**src/rtl/sandbox_pkg.sv**
```systemverilog
`default_nettype none
// +----------------------------------------------------------------------+
// | Module   : sandbox_pkg                                               |
// | Purpose  : Shared types and helpers for the sandbox serial link.     |
// | Revision : 1.0  initial release                                      |
// +----------------------------------------------------------------------+
package sandbox_pkg;

  // Serializer FSM states
  typedef enum logic [1:0] {
    SER_IDLE  = 2'd0,
    SER_SHIFT = 2'd1,
    SER_GAP   = 2'd2
  } ser_state_e;

  // Width of a down-counter that must hold the value n-1, never less than 1 bit
  function automatic int ser_cnt_width(input int n);
    return (n < 2) ? 1 : $clog2(n);
  endfunction

endpackage
`default_nettype wire

```
**src/rtl/sandbox_serializer.sv**
```systemverilog
`default_nettype none
// +----------------------------------------------------------------------+
// | Module   : sandbox_serializer                                        |
// | Purpose  : Parallel-to-serial transmitter with frame/last strobes    |
// |            and a programmable idle gap between frames.               |
// | Revision : 1.0  initial release                                      |
// +----------------------------------------------------------------------+
module sandbox_serializer
  import sandbox_pkg::*;
#(
  parameter int DATA_WIDTH = 8,
  parameter bit MSB_FIRST  = 1'b1,
  parameter int GAP_CYCLES = 1
) (
  input  logic                  i_clk,
  input  logic                  i_reset_n,
  input  logic                  i_valid,
  output logic                  o_ready,
  input  logic [DATA_WIDTH-1:0] i_d,
  output logic                  o_sdata,
  output logic                  o_sframe,
  output logic                  o_slast,
  output logic                  o_busy
);

  localparam int c_bit_w = ser_cnt_width(DATA_WIDTH);
  localparam int c_gap_w = ser_cnt_width(GAP_CYCLES + 1);

  localparam logic [c_bit_w-1:0] c_bit_last = c_bit_w'(DATA_WIDTH - 1);
  localparam logic [c_bit_w-1:0] c_bit_zero = '0;
  localparam logic [c_bit_w-1:0] c_bit_one  = c_bit_w'(1);
  localparam logic [c_gap_w-1:0] c_gap_load = c_gap_w'(GAP_CYCLES);
  localparam logic [c_gap_w-1:0] c_gap_one  = c_gap_w'(1);

  ser_state_e              r_state;
  ser_state_e              w_state_n;
  logic [DATA_WIDTH-1:0]   r_shreg;
  logic [DATA_WIDTH-1:0]   w_shreg_n;
  logic [c_bit_w-1:0]      r_bcnt;
  logic [c_bit_w-1:0]      w_bcnt_n;
  logic [c_gap_w-1:0]      r_gcnt;
  logic [c_gap_w-1:0]      w_gcnt_n;
  logic                    w_sdata_n;
  logic                    w_sframe_n;
  logic                    w_slast_n;
  logic                    w_accept;

  // The shift register holds the bits still to be sent, with the next one
  // parked at the transmit end (MSB for MSB-first, LSB otherwise).
  function automatic logic first_bit(input logic [DATA_WIDTH-1:0] v);
    return MSB_FIRST ? v[DATA_WIDTH-1] : v[0];
  endfunction

  function automatic logic [DATA_WIDTH-1:0] drop_bit(input logic [DATA_WIDTH-1:0] v);
    return MSB_FIRST ? {v[DATA_WIDTH-2:0], 1'b0} : {1'b0, v[DATA_WIDTH-1:1]};
  endfunction

  // Ready in IDLE and in the single cycle right before the earliest legal next bit
  always_comb begin
    o_ready = 1'b0;
    if (i_reset_n) begin
      case (r_state)
        SER_IDLE:  o_ready = 1'b1;
        SER_SHIFT: o_ready = (GAP_CYCLES == 0) && (r_bcnt == c_bit_zero);
        SER_GAP:   o_ready = (r_gcnt == c_gap_one);
        default:   o_ready = 1'b0;
      endcase
    end
  end

  assign w_accept = i_valid && o_ready;

  // Next state, next shift/counter contents and next registered outputs
  always_comb begin
    w_state_n  = r_state;
    w_shreg_n  = r_shreg;
    w_bcnt_n   = r_bcnt;
    w_gcnt_n   = r_gcnt;
    w_sdata_n  = 1'b0;
    w_sframe_n = 1'b0;
    w_slast_n  = 1'b0;

    case (r_state)
      SER_IDLE: begin
        if (w_accept) begin
          w_state_n  = SER_SHIFT;
          w_shreg_n  = drop_bit(i_d);
          w_bcnt_n   = c_bit_last;
          w_sdata_n  = first_bit(i_d);
          w_sframe_n = 1'b1;
        end
      end

      SER_SHIFT: begin
        if (r_bcnt != c_bit_zero) begin
          w_shreg_n  = drop_bit(r_shreg);
          w_bcnt_n   = r_bcnt - c_bit_one;
          w_sdata_n  = first_bit(r_shreg);
          w_sframe_n = 1'b1;
          w_slast_n  = (r_bcnt == c_bit_one);
        end else if (GAP_CYCLES == 0) begin
          // Gapless: the next word may start right after the last bit
          if (w_accept) begin
            w_shreg_n  = drop_bit(i_d);
            w_bcnt_n   = c_bit_last;
            w_sdata_n  = first_bit(i_d);
            w_sframe_n = 1'b1;
          end else begin
            w_state_n  = SER_IDLE;
          end
        end else begin
          w_state_n = SER_GAP;
          w_gcnt_n  = c_gap_load;
        end
      end

      SER_GAP: begin
        if (r_gcnt == c_gap_one) begin
          if (w_accept) begin
            w_state_n  = SER_SHIFT;
            w_shreg_n  = drop_bit(i_d);
            w_bcnt_n   = c_bit_last;
            w_sdata_n  = first_bit(i_d);
            w_sframe_n = 1'b1;
          end else begin
            w_state_n  = SER_IDLE;
          end
        end else begin
          w_gcnt_n = r_gcnt - c_gap_one;
        end
      end

      default: w_state_n = SER_IDLE;
    endcase
  end

  // State, datapath and output registers; reset drops any frame in flight
  always_ff @(posedge i_clk) begin
    if (!i_reset_n) begin
      r_state  <= SER_IDLE;
      r_shreg  <= '0;
      r_bcnt   <= '0;
      r_gcnt   <= '0;
      o_sdata  <= 1'b0;
      o_sframe <= 1'b0;
      o_slast  <= 1'b0;
      o_busy   <= 1'b0;
    end else begin
      r_state  <= w_state_n;
      r_shreg  <= w_shreg_n;
      r_bcnt   <= w_bcnt_n;
      r_gcnt   <= w_gcnt_n;
      o_sdata  <= w_sdata_n;
      o_sframe <= w_sframe_n;
      o_slast  <= w_slast_n;
      o_busy   <= (w_state_n != SER_IDLE);
    end
  end

endmodule
`default_nettype wire

```
**config.mk**
```make
export PLATFORM = sky130hd
export DESIGN_NAME = sandbox_serializer
export DESIGN_NICKNAME = d
export VERILOG_FILES = /design/src/rtl/sandbox_pkg.sv /design/src/rtl/sandbox_serializer.sv
export SDC_FILE = /design/constraint.sdc
export NUM_CORES = 1
export LEC_CHECK = 0
export CAP_MARGIN = 30
export CELL_PAD_IN_SITES_DETAIL_PLACEMENT = 0
export CELL_PAD_IN_SITES_GLOBAL_PLACEMENT = 1
export CORE_ASPECT_RATIO = 0.75
export CORE_MARGIN = 1
export CORE_UTILIZATION = 33
export DETAILED_ROUTE_END_ITERATION = 10
export PLACE_DENSITY_LB_ADDON = 0.1
export SLEW_MARGIN = 20
export SYNTH_ARGS = -nofsm -noshare
export SYNTH_HDL_FRONTEND = slang
export SYNTH_SLANG_ARGS = --single-unit
export TNS_END_PERCENT = 20
```
**constraint.sdc**
```tcl
create_clock -name i_clk -period 1.7 [get_ports i_clk]
set_input_delay 0.17 -clock i_clk [delete_from_list [all_inputs] [get_ports i_clk]]
set_output_delay 0.17 -clock i_clk [all_outputs]
set_load 0.1 [all_outputs]
```
# Yosys cells after proc, flatten, opt, wreduce, memory -nomap -nowiden
# Cells that the tools add are included.
word_totals:
  out_inout_bits: 5
  romBits: 0
  n_memories: 0
  mem_bits_rw: 0
  register_bits: 18
  wordCells: 51
  latch_bits: 0
  input_bits: 11
classes:
  muxes: 26
  n_div: 0
  bitwise: 0
  n_lt_le_gt_ge: 0
  shift: 0
  eq_ne: 6
  addsub: 2
  n_mul: 0
  n_reduce_logical: 9
op_table:
  columns: ["op", "count"]
  rows:
  - ["8-bit 2-to-1 mux", 3]
  - ["8-bit case mux with 3 select lines", 1]
  - ["1-bit 2-to-1 mux", 10]
  - ["3-bit 2-to-1 mux", 3]
  - ["3-bit case mux with 3 select lines", 1]
  - ["2-bit 2-to-1 mux", 3]
  - ["2-bit != test (second input constant)", 3]
  - ["1-bit case mux with 3 select lines", 2]
  - ["2-bit case mux with 3 select lines", 1]
  - ["3-bit AND reduction", 2]
  - ["3-bit nonzero test", 2]
  - ["1-bit case mux with 2 select lines", 2]
  - ["2-bit nonzero test", 2]
  - ["3-bit by 1-bit == test with 1-bit output (second input constant)", 1]
  - ["3-bit by 1-bit subtractor with 3-bit output (second input constant)", 1]
  - ["2-bit by 1-bit == test with 1-bit output (second input constant)", 1]
  - ["2-bit == test (second input constant)", 1]
  - ["2-bit logical NOT", 1]
  - ["2-bit AND reduction", 1]
  - ["1-bit logical AND", 1]
  - ["1-bit subtractor (second input constant)", 1]

# Depth between registers and ports, before layout
# Gate-level depths: netlist of the first run.
depth:
  ltp_word: 8
  ltp_mapped: 7
  depth_no_buf: 6

# Least setup slack after synthesis of the first run
# No wires, ideal clock.
synth_timing:
  path_type: "reg2out"
  startpoint: "register r_gcnt"
  endpoint: "output o_ready"
  arrival_time_ps: 2549
  path_stages_with_launch: 3
  slack_ps: -1019
  n_path_buf: 0
  path_cell_list: "dfxtp_1 and2b_4 nor3_1"
synth_via:
  elab_chain_cells: 2
synth_rtl:
  columns: ["item", "line_no", "rtl"]
  rows:
  - ["start, declared", "sandbox_serializer.sv:41", "logic [c_gap_w-1:0] r_gcnt;"]
  - ["start signal, assigned", "sandbox_serializer.sv:152", "r_gcnt <= w_gcnt_n;"]
  - ["1-bit case mux with 2 select lines", "sandbox_serializer.sv:62", "case (r_state)"]
  - ["1-bit 2-to-1 mux", "sandbox_serializer.sv:61", "if (i_reset_n) begin"]
  - ["end, declared", "sandbox_serializer.sv:18", "output logic o_ready,"]
# Every way passes these cells.

# Final worst setup path of the first run
layout_timing:
  startpoint: "register r_bcnt[0]"
  endpoint: "register r_bcnt[2]"
layout_via:
  elab_chain_cells: 3
layout_rtl:
  columns: ["item", "line_no", "rtl"]
  rows:
  - ["start, declared", "sandbox_serializer.sv:39", "logic [c_bit_w-1:0] r_bcnt;"]
  - ["start signal, assigned", "sandbox_serializer.sv:151", "r_bcnt <= w_bcnt_n;"]
  - ["3-bit by 1-bit subtractor with 3-bit output or 3-bit nonzero test (tied branches)", "sandbox_serializer.sv:97, sandbox_serializer.sv:95", null]
  - ["3-bit 2-to-1 mux or 2-bit != test (tied branches)", null, null]
  - ["3-bit case mux with 3 select lines or 3-bit AND reduction (tied branches)", null, null]
# Parallel ways exist; a longest one is shown, timed or not. The select of a mux whose other input is x is not followed.
# A chain may end at the register's enable or synchronous reset.

==> results.toml, run 1 <==
[layout]
fin_area_um2 = 1074
seq_area_um2 = 341.6
diodes = 0
fill_cells = 246
multi_input_area_um2 = 414.1
area_growth_syn_to_layout_pct = 34.06
drive_above_1_share_pct = 23.15
finalCoreUtilization_pct = 46.89
nNetsFinal = 123

[timing]
fin_ws_ns = 0.08325
setup_viol = 0
finalHoldViolCount = 0
period_minus_slack_ns = 1.617
finalSetupTns_ns = 0
relSlewSlack_pct = 70.83
tightest_slew_ns = 0.4364
finalClockSkew_ns = 0.005188
drv_slew = 0
period_share_pct = 95.10
fmax_ghz = 0.6185

[synthesis]
synth-seq-cells = 17
yosysWarnings = 0
synth_top_family_by_area = "compound AO/OA/AOI/OAI gates"
syn_area_um2 = 800.8
synthXorXnorAreaFrac_pct = 0
muxShareOfSynthArea_pct = 7.500
synthCells = 85
synth_seq_area_share_pct = 42.50
ys_types = 35
synth_area_leader_cell = "dfxtp_1"
synth-edff-count = 0
avgSynthCellArea_um2 = 9.421
synth_compound_area_share_pct = 20.47
synth_top_area_share_pct = 42.50
synth_adder_area_share_pct = 4.688
synthSimpleGateAreaFrac_pct = 17.66
synth_fp_nets = 99
synth_ff_type = "dfxtp_1"
synth.area.top_cells = "dfxtp_1 43%, mux2i_1 7.5%, a21oi_1 6.3%"
synthArstFlopShare_pct = 0

[worst_hold_path]
holdPathStages = 2
hold_class = "reg -> reg"
min_to = "r_bcnt[0]"
worstHoldStart = "r_bcnt[0]"

[detailed_routing]
routed_wl_um = 1682
drt-pass1-iter-count = 4
ant_nets = 0
wl_per_cell_um = 11.85
viasPerCell = 4.775
drt_iter0_drc = 10
drc = 0
num_vias = 678

[setup_path]
required_ns = 1.89
r2r_start = "r_bcnt[0]"
worstSetupPathType = "reg -> reg"
r2r_slack_ns = 0.08
crit_chain = "inv_1, ha_1, nor2b_2, o21ai_1, buf_4, nand2_2, o311a_1"
crit_slowest_cell = "dfxtp_2"
cp-start-kind = "flip-flop"
crit_family = "compound AO/OA/AOI/OAI gates"
crit_fanout = 8
worst-path-buf-inv = 2
slowest_delay_ns = 0.35
arrival_ns = 1.81
crit_path_start = "r_bcnt[0]"
end_kind = "flip-flop"
reg2regPathDepth = 7
timing.rr.end = "r_bcnt[2]"

[floorplan]
die_x_um = 58.88
die_area_um2 = 2630
boundaryPins = 16
placementRows = 15
initial_core_util_pct = 34.97
core_um2 = 2290
dieHeight_um = 44.66

[clock_network]
cts_buffers = 3
clockRootBuffer = "clkbuf_4"
insertion_delay_ns = 0.29
hold_buffers = 0
clock-sinks = 17
cts_tree = "yes"
cts_htree_levels = 1
clk_pin_slew_ns = 0.10
clockBufferDepth = 2

[pwr]
powerDensity_nw_per_um2 = 990.1
power_leakage_nw = 0.4560
irDropWorstVdd_mv = 0.4617

[grt]
antenna_found_initial = 0
grt_usage_pct = 15.17
grt_pass1_vias = 632
grt_max_degree = 13
grt_pass1_wl_um = 2849
grt_overflow = 0

[status]
status = "finished clean"

[placed_design]
post-dp-hpwl_um = 1222
portBuffers = 15
gp_congestion = 0.7520
dpl_worst_slack_ns = 0.009056
placed_area_um2 = 1011

[run]
maxCapViolCount = 0
==> worst reg2reg max path, cell delays in order, from the launching register on <==
cell     delay [ns]
dfxtp_2        0.35
inv_1          0.06
ha_1           0.22
nor2b_2        0.17
o21ai_1        0.12
buf_4          0.18
nand2_2        0.09
o311a_1        0.33
==> per-layer routing <==
metal,global-route usage [%],vias up,part of all wire [%]
li1,-,346,-
met1,21.93,315,55
met2,20.45,15,40
met3,6.140,2,3.7
met4,4.286,0,0.83
met5,0,-,0
==> power breakdown <==
part / switching (W) / total [W] / internal [W]
Combinational: 0.000201 / 0.000364 / 0.000162
Clock: 0.000125 / 0.000216 / 0.0000912
Sequential: 0.0000351 / 0.000483 / 0.000448
Total: 0.000361 / 0.00106 / 0.000701
==> per-stage QoR <==
step	power [W]	instances	hold slack (ns)
2_1_floorplan	0.0007436	85	0.2876
3_3_place_gp	0.0008366	135	0.4859
3_5_place_dp	0.0008354	135	0.4949
4_1_cts	0.001059	139	0.5114
5_1_grt	0.001134	142	0.5153
6_report	0.001063	142	0.4998
==> cell families (layout without fill, tap and decap cells) <==
logic type / after synthesis / count (layout)
buffers and inverters: 10 / 33
muxes: 6 / 6
DFF: 17 / 17
adders and majority gates: 3 / 3
AOI/OAI and AO/OA: 25 / 25
and+or+nand+nor: 24 / 24
==> registers in the layout (all words and copies together), names as in the netlist <==
register / flops
o_busy: 1
o_sdata: 1
o_sframe: 1
o_slast: 1
r_bcnt: 3
r_gcnt: 1
r_shreg: 7
r_state: 2
==> cells in the final DEF (no fill, tap or decap) <==
cell type        Yosys  routed
nand2_2              1       1
nor2b_2              1       1
a22oi_1              1       1
nor3_4               0       1
nor4b_2              1       1
o21a_1               1       1
o21bai_1             1       1
a21boi_0             1       1
and2b_4              1       1
o21ai_1              1       1
nor2b_1              1       1
nor3b_1              1       1
a211oi_1             6       6
clkbuf_1             1       1
nor2_1               6       6
inv_1                5       5
dfxtp_2              0       1
clkbuf_4             0       3
and2_2               1       1
nor3_1               2       1
a311o_1              1       1
nand2b_1             2       2
a21oi_1             10      10
nor2_2               1       1
buf_12               0       2
nand2_1              3       3
mux2i_1              6       6
buf_4                0      12
ha_1                 3       3
o21ai_0              1       1
a221oi_1             1       1
o311a_1              1       1
clkdlybuf4s50_1      0      10
and2_1               1       1
nand3_1              1       1
dfxtp_1             17      16
nor4_1               1       1
==> area by class of cell <==
class	instances	share of cell area [%]
clock buffer	4	2.448
inverter	5	1.748
multi-input combinational	58	38.58
sequential	17	31.82
tap	34	3.963
timing repair buffer	24	21.45
==> worst max-delay path by stage <==
stage	end	slack, ns	depth (start not counted)
final	r_bcnt[2]	0.08	7
after global routing	r_bcnt[2]	-0.0008	7
after CTS	r_bcnt[2]	0.04	7
after detailed placement	r_bcnt[2]	0.009	5
after global placement	r_bcnt[2]	0.01	5
after floorplan	r_bcnt[2]	0.14	7
==> synth_stat cells (2+ instances only) <==
cell and n:
dfxtp_1 17, a21oi_1 10, a211oi_1 6, mux2i_1 6, nor2_1 6, inv_1 5
ha_1 3, nand2_1 3, nand2b_1 2, nor3_1 2
==> timing repair <==
item	in CTS	in global routing
endpoints found under the setup margin	0	4
setup buffers	0	3
resized for setup	0	1
(Power assumes the default switching activity.)
==> run 2: changes to the inputs <==
--- a/constraint.sdc
+++ b/constraint.sdc
@@ -3,2 +3,2 @@
 set_output_delay 0.17 -clock i_clk [all_outputs]
-set_load 0.1 [all_outputs]
+set_load 0.02 [all_outputs]
==> run 2 against run 1 <==
Sequential power is essentially flat. First-iteration DRC count decreased by 40%. Sequential share of layout area is 0.074 points higher. Count of clock-buffer cells in the layout stayed put. Core utilization is 0.11 points lower. Die area did not move. Critical path depth unchanged. Clock power increased by 2%.
==> results.toml, run 2 (synthesized netlist as in run 1, its figures left out) <==
[grt]
antenna_found_initial = 0
grt_max_degree = 12
grt_overflow = 0
grt_pass1_wl_um = 2884
grt_pass1_vias = 612
grt_usage_pct = 15.38

[layout]
top_register = "r_shreg"
final_common_cell = "dfxtp_1"
top_regs = "r_shreg (7), r_bcnt (3), r_state (2)"
finalCoreUtilization_pct = 46.78
drive_above_1_share_pct = 19.82
largest_register_ff_count = 7
multi_input_area_um2 = 402.9
area_growth_syn_to_layout_pct = 33.75
fill_cells = 242
diodes = 0
mostFrequentLayoutCells = "16 x dfxtp_1, 14 x clkdlybuf4s50_1, 12 x buf_4"
final_cells = 145
seq_area_um2 = 341.6
nNetsFinal = 126

[worst_hold_path]
hold_class = "reg -> reg"

[placed_design]
gp_congestion = 0.7606
dpl_worst_slack_ns = -0.02468
portBuffers = 15
post-dp-hpwl_um = 1317
dp.cells = 140

[floorplan]
core_um2 = 2290
dieHeight_um = 44.66
placementRows = 15
die_x_um = 58.88
boundaryPins = 16
die_area_um2 = 2630
initial_core_util_pct = 34.97

[pwr]
clock_power_share_pct = 22.0
power_leakage_nw = 0.4514
p_comb_share_pct = 30.0
irDropWorstVdd_mv = 0.3653
p_sw_w = 0.0003033
power.share.sequential_pct = 48.0
intPower_w = 0.0006965
switching_share_pct = 30.33
powerDensity_nw_per_um2 = 933.4

[clock_network]
clock-sinks = 17
cts_htree_levels = 1
clk_pin_slew_ns = 0.10
clockRootBuffer = "clkbuf_4"
insertion_delay_ns = 0.29
cts_buffers = 3
cts_tree = "yes"
hold_buffers = 0
clockBufferDepth = 2

[timing]
period_share_pct = 94.33
tightest_slew_ns = 0.3327
drv_slew = 0
finalClockSkew_ns = 0.001231
period_minus_slack_ns = 1.604
relSlewSlack_pct = 77.77
rsz0062_at_grt = "no"
fmax_ghz = 0.6236
finalHoldViolCount = 0
fin_ws_ns = 0.09643
setup_viol = 0

[setup_path]
cp-start-kind = "flip-flop"
crit_fanout = 7
worstSetupPathType = "reg -> reg"
end_kind = "flip-flop"
arrival_ns = 1.79
required_ns = 1.89

[detailed_routing]
drt_iter0_drc = 6
routed_wl_um = 1734
drt-pass1-iter-count = 4
num_vias = 673
drc = 0
viasPerCell = 4.641
ant_nets = 0
wl_per_cell_um = 11.96

[run]
maxCapViolCount = 0

[status]
status = "finished clean"
-- run 2: cell count changes in the layout (fill, tap and decap cells not counted) --
cell             previous run  this run
nor3_4                      1         0
clkdlybuf4s50_1            10        14
buf_12                      2         0
dlygate4sd2_1               0         1
nor3_1                      1         2
-- run 2: timing repair --
item                       CTS  global route
hold endpoints to repair     0             0
buffers inserted             0             1
resized for setup            1             1
setup endpoints to repair    1             4
-- run 2: through the flow --
| step | hold WS, ns | power, W | area [um2] | setup TNS (ns) |
|---|---|---|---|---|
| floorplan | 0.2876 | 0.0006806 | 800.8 | 0 |
| global placement | 0.4801 | 0.0007842 | 1037 | -0.03309 |
| detailed placement | 0.4917 | 0.0007894 | 1037 | -0.04079 |
| CTS | 0.5066 | 0.001004 | 1062 | 0 |
| global route | 0.5345 | 0.001067 | 1071 | 0 |
| finish | 0.4914 | 0.0009997 | 1071 | 0 |
-- run 2: power groups by stage --
stage | Combinational (W) | Sequential [W] | Clock, W
floorplan | 0.000192 | 0.000489 | 0
finish | 0.000300 | 0.000480 | 0.000220
global placement | 0.000297 | 0.000488 | 0
CTS | 0.000299 | 0.000480 | 0.000225
global route | 0.000332 | 0.000486 | 0.000249
detailed placement | 0.000300 | 0.000489 | 0
-- run 2: final timing paths --
path | slack, ns | from | depth (start not counted) | end
worst max-delay path | 0.1 | r_bcnt[0] | 7 | r_bcnt[2]
worst max register to register | 0.1 | r_bcnt[0] | 7 | r_bcnt[2]
worst min-delay path | 0.49 | r_bcnt[0] | 2 | r_bcnt[0]
worst min register to register | 0.49 | r_bcnt[0] | 2 | r_bcnt[0]
-- run 2: routing by layer --
metal  vias up  global-route usage [%]  wire, um  share of wire (%)
met5         -                       0         0                  0
met2        12                   22.05       732                 42
met3         2                   6.433        94                5.4
met1       303                   21.06       893                 51
met4         0                   4.286        13               0.75
li1        356                       -         -                  -
-- run 2: final cells by class --
type,count,area share (%)
Tap cell,34,3.972
Timing Repair Buffer,27,22.31
Clock buffer,4,2.453
Multi-Input combinational cell,58,37.62
Sequential cell,17,31.89
Inverter,5,1.752
-- run 2: critical path, cell delays in order, from the launching register on --
cell	delay [ns]
dfxtp_2	0.34
inv_1	0.07
ha_1	0.22
nor2b_2	0.17
o21ai_1	0.12
buf_4	0.17
nand2_2	0.07
o311a_1	0.33
==> run 3: changes to the inputs <==
- RECOVER_POWER: unset -> 50
- TNS_END_PERCENT: 20 -> 1
==> run 3 against run 2 <==
Largest cell class unchanged. Critical endpoint unchanged. Flip-flop and latch count is the same. Highest routed layer unchanged. Hold slack is essentially flat. Register-to-register slack is essentially flat. Critical path depth is the same. Clock skew is essentially flat.
==> results.toml, run 3 (synthesized netlist as in run 1, its figures left out) <==
[setup_path]
crit_family = "compound AO/OA/AOI/OAI gates"
required_ns = 1.89
r2r_start = "r_bcnt[0]"
arrival_ns = 1.79
end_kind = "flip-flop"
crit_chain = "inv_1, ha_1, nor2b_2, o21ai_1, buf_4, nand2_2, o311a_1"
crit_fanout = 7
r2r_slack_ns = 0.1
timing.rr.end = "r_bcnt[2]"
worstSetupPathType = "reg -> reg"
reg2regPathDepth = 7
worst-path-buf-inv = 2
crit_slowest_cell = "dfxtp_2"
slowest_delay_ns = 0.34
cp-start-kind = "flip-flop"

[clock_network]
clk_pin_slew_ns = 0.10
hold_buffers = 0
clockBufferDepth = 2
clockRootBuffer = "clkbuf_4"
clock-sinks = 17
cts_buffers = 3
insertion_delay_ns = 0.29
cts_tree = "yes"
cts_htree_levels = 1

[placed_design]
dpl_worst_slack_ns = -0.02468
placed_area_um2 = 1037
post-dp-hpwl_um = 1317
portBuffers = 15
gp_congestion = 0.7606
dp.cells = 140

[grt]
grt_pass1_vias = 612
antenna_found_initial = 0
grt_usage_pct = 15.38
grt_overflow = 0
grt_pass1_wl_um = 2884
grt_max_degree = 12

[floorplan]
core_um2 = 2290
die_x_um = 58.88
placementRows = 15
initial_core_util_pct = 34.97
dieHeight_um = 44.66
die_area_um2 = 2630
boundaryPins = 16

[layout]
drive_above_1_share_pct = 18.02
multi_input_area_um2 = 402.9
seq_area_um2 = 341.6
fin_area_um2 = 1064
diodes = 0
final_cells = 145
largest_register_ff_count = 7
top_register = "r_shreg"
top_regs = "r_shreg (7), r_bcnt (3), r_state (2)"
area_growth_syn_to_layout_pct = 32.81
mostFrequentLayoutCells = "16 x dfxtp_1, 10 x a21oi_1, 10 x clkdlybuf4s50_1, 10 x buf_4"
fill_cells = 246
nNetsFinal = 126
final_common_cell = "dfxtp_1"

[run]
maxCapViolCount = 0

[worst_hold_path]
hold_class = "reg -> reg"
holdPathStages = 2
worstHoldStart = "r_bcnt[0]"
min_to = "r_bcnt[0]"

[timing]
period_minus_slack_ns = 1.601
tightest_slew_ns = 0.3411
fin_ws_ns = 0.09856
relSlewSlack_pct = 77.26
rsz0062_at_grt = "no"
finalClockSkew_ns = 0.001346
drv_slew = 0
period_share_pct = 94.20
finalHoldViolCount = 0
fmax_ghz = 0.6244
setup_viol = 0
finalSetupTns_ns = 0

[pwr]
powerDensity_nw_per_um2 = 932.4
total_power_w = 0.0009916
power_leakage_nw = 0.4554
irDropWorstVdd_mv = 0.3648

[detailed_routing]
drc = 0
drt-pass1-iter-count = 4
num_vias = 675
drt_iter0_drc = 4
routed_wl_um = 1705
viasPerCell = 4.655
wl_per_cell_um = 11.76
ant_nets = 0

[status]
status = "finished clean"
-- run 3: metal layers --
layer	track usage (%)	up-vias	share of wire, %
li1	-	355	-
met1	21.06	302	51
met2	22.05	16	42
met3	6.433	2	5.9
met4	4.286	0	0.76
met5	0	-	0
-- run 3: area by class of cell --
| class | count | share of cell area (%) |
|---|---|---|
| clock buffers | 4 | 2.471 |
| inverters | 5 | 1.765 |
| multi-input cells | 58 | 37.88 |
| flip-flops and latches | 17 | 32.12 |
| well taps | 34 | 4.000 |
| repair buffers | 27 | 21.76 |
-- run 3: worst max-delay path by stage --
stage / start / end / slack, ns / cells past startpoint
CTS: r_bcnt[0] / r_bcnt[2] / 0.04 / 7
floorplan: r_bcnt[0] / r_bcnt[2] / 0.14 / 7
detailed placement: i_reset_n / r_bcnt[2] / -0.02 / 6
global route: r_bcnt[0] / r_bcnt[2] / 0.006 / 7
finish: r_bcnt[0] / r_bcnt[2] / 0.1 / 7
global placement: i_reset_n / o_ready / -0.03 / 4
-- run 3: report_power, final --
part	switching, W	internal (W)	leakage, nW
Sequential	0.0000321	0.000448	0.140
Clock	0.000128	0.0000913	0.0150
Combinational	0.000141	0.000151	0.300
Total	0.000301	0.000690	0.455
-- run 3: per-stage QoR --
| stage | utilization [%] | hold WS (ns) |
|---|---|---|
| after floorplan | - | 0.2876 |
| after global placement | 45.30 | 0.4801 |
| after detailed placement | 45.30 | 0.4917 |
| after CTS | 46.39 | 0.5066 |
| after global routing | 46.45 | 0.5345 |
| final | 46.45 | 0.4913 |
-- run 3: worst min-delay path, stage by stage, from the launching register on --
cell	delay, ns
dfxtp_2	0.34
o21ai_0	0.06
a21oi_1	0.06
-- run 3: timing repair --
item / CTS / global route
setup endpoints to repair: 1 / 4
buffers inserted: 0 / 1
gates resized for setup: 1 / 1
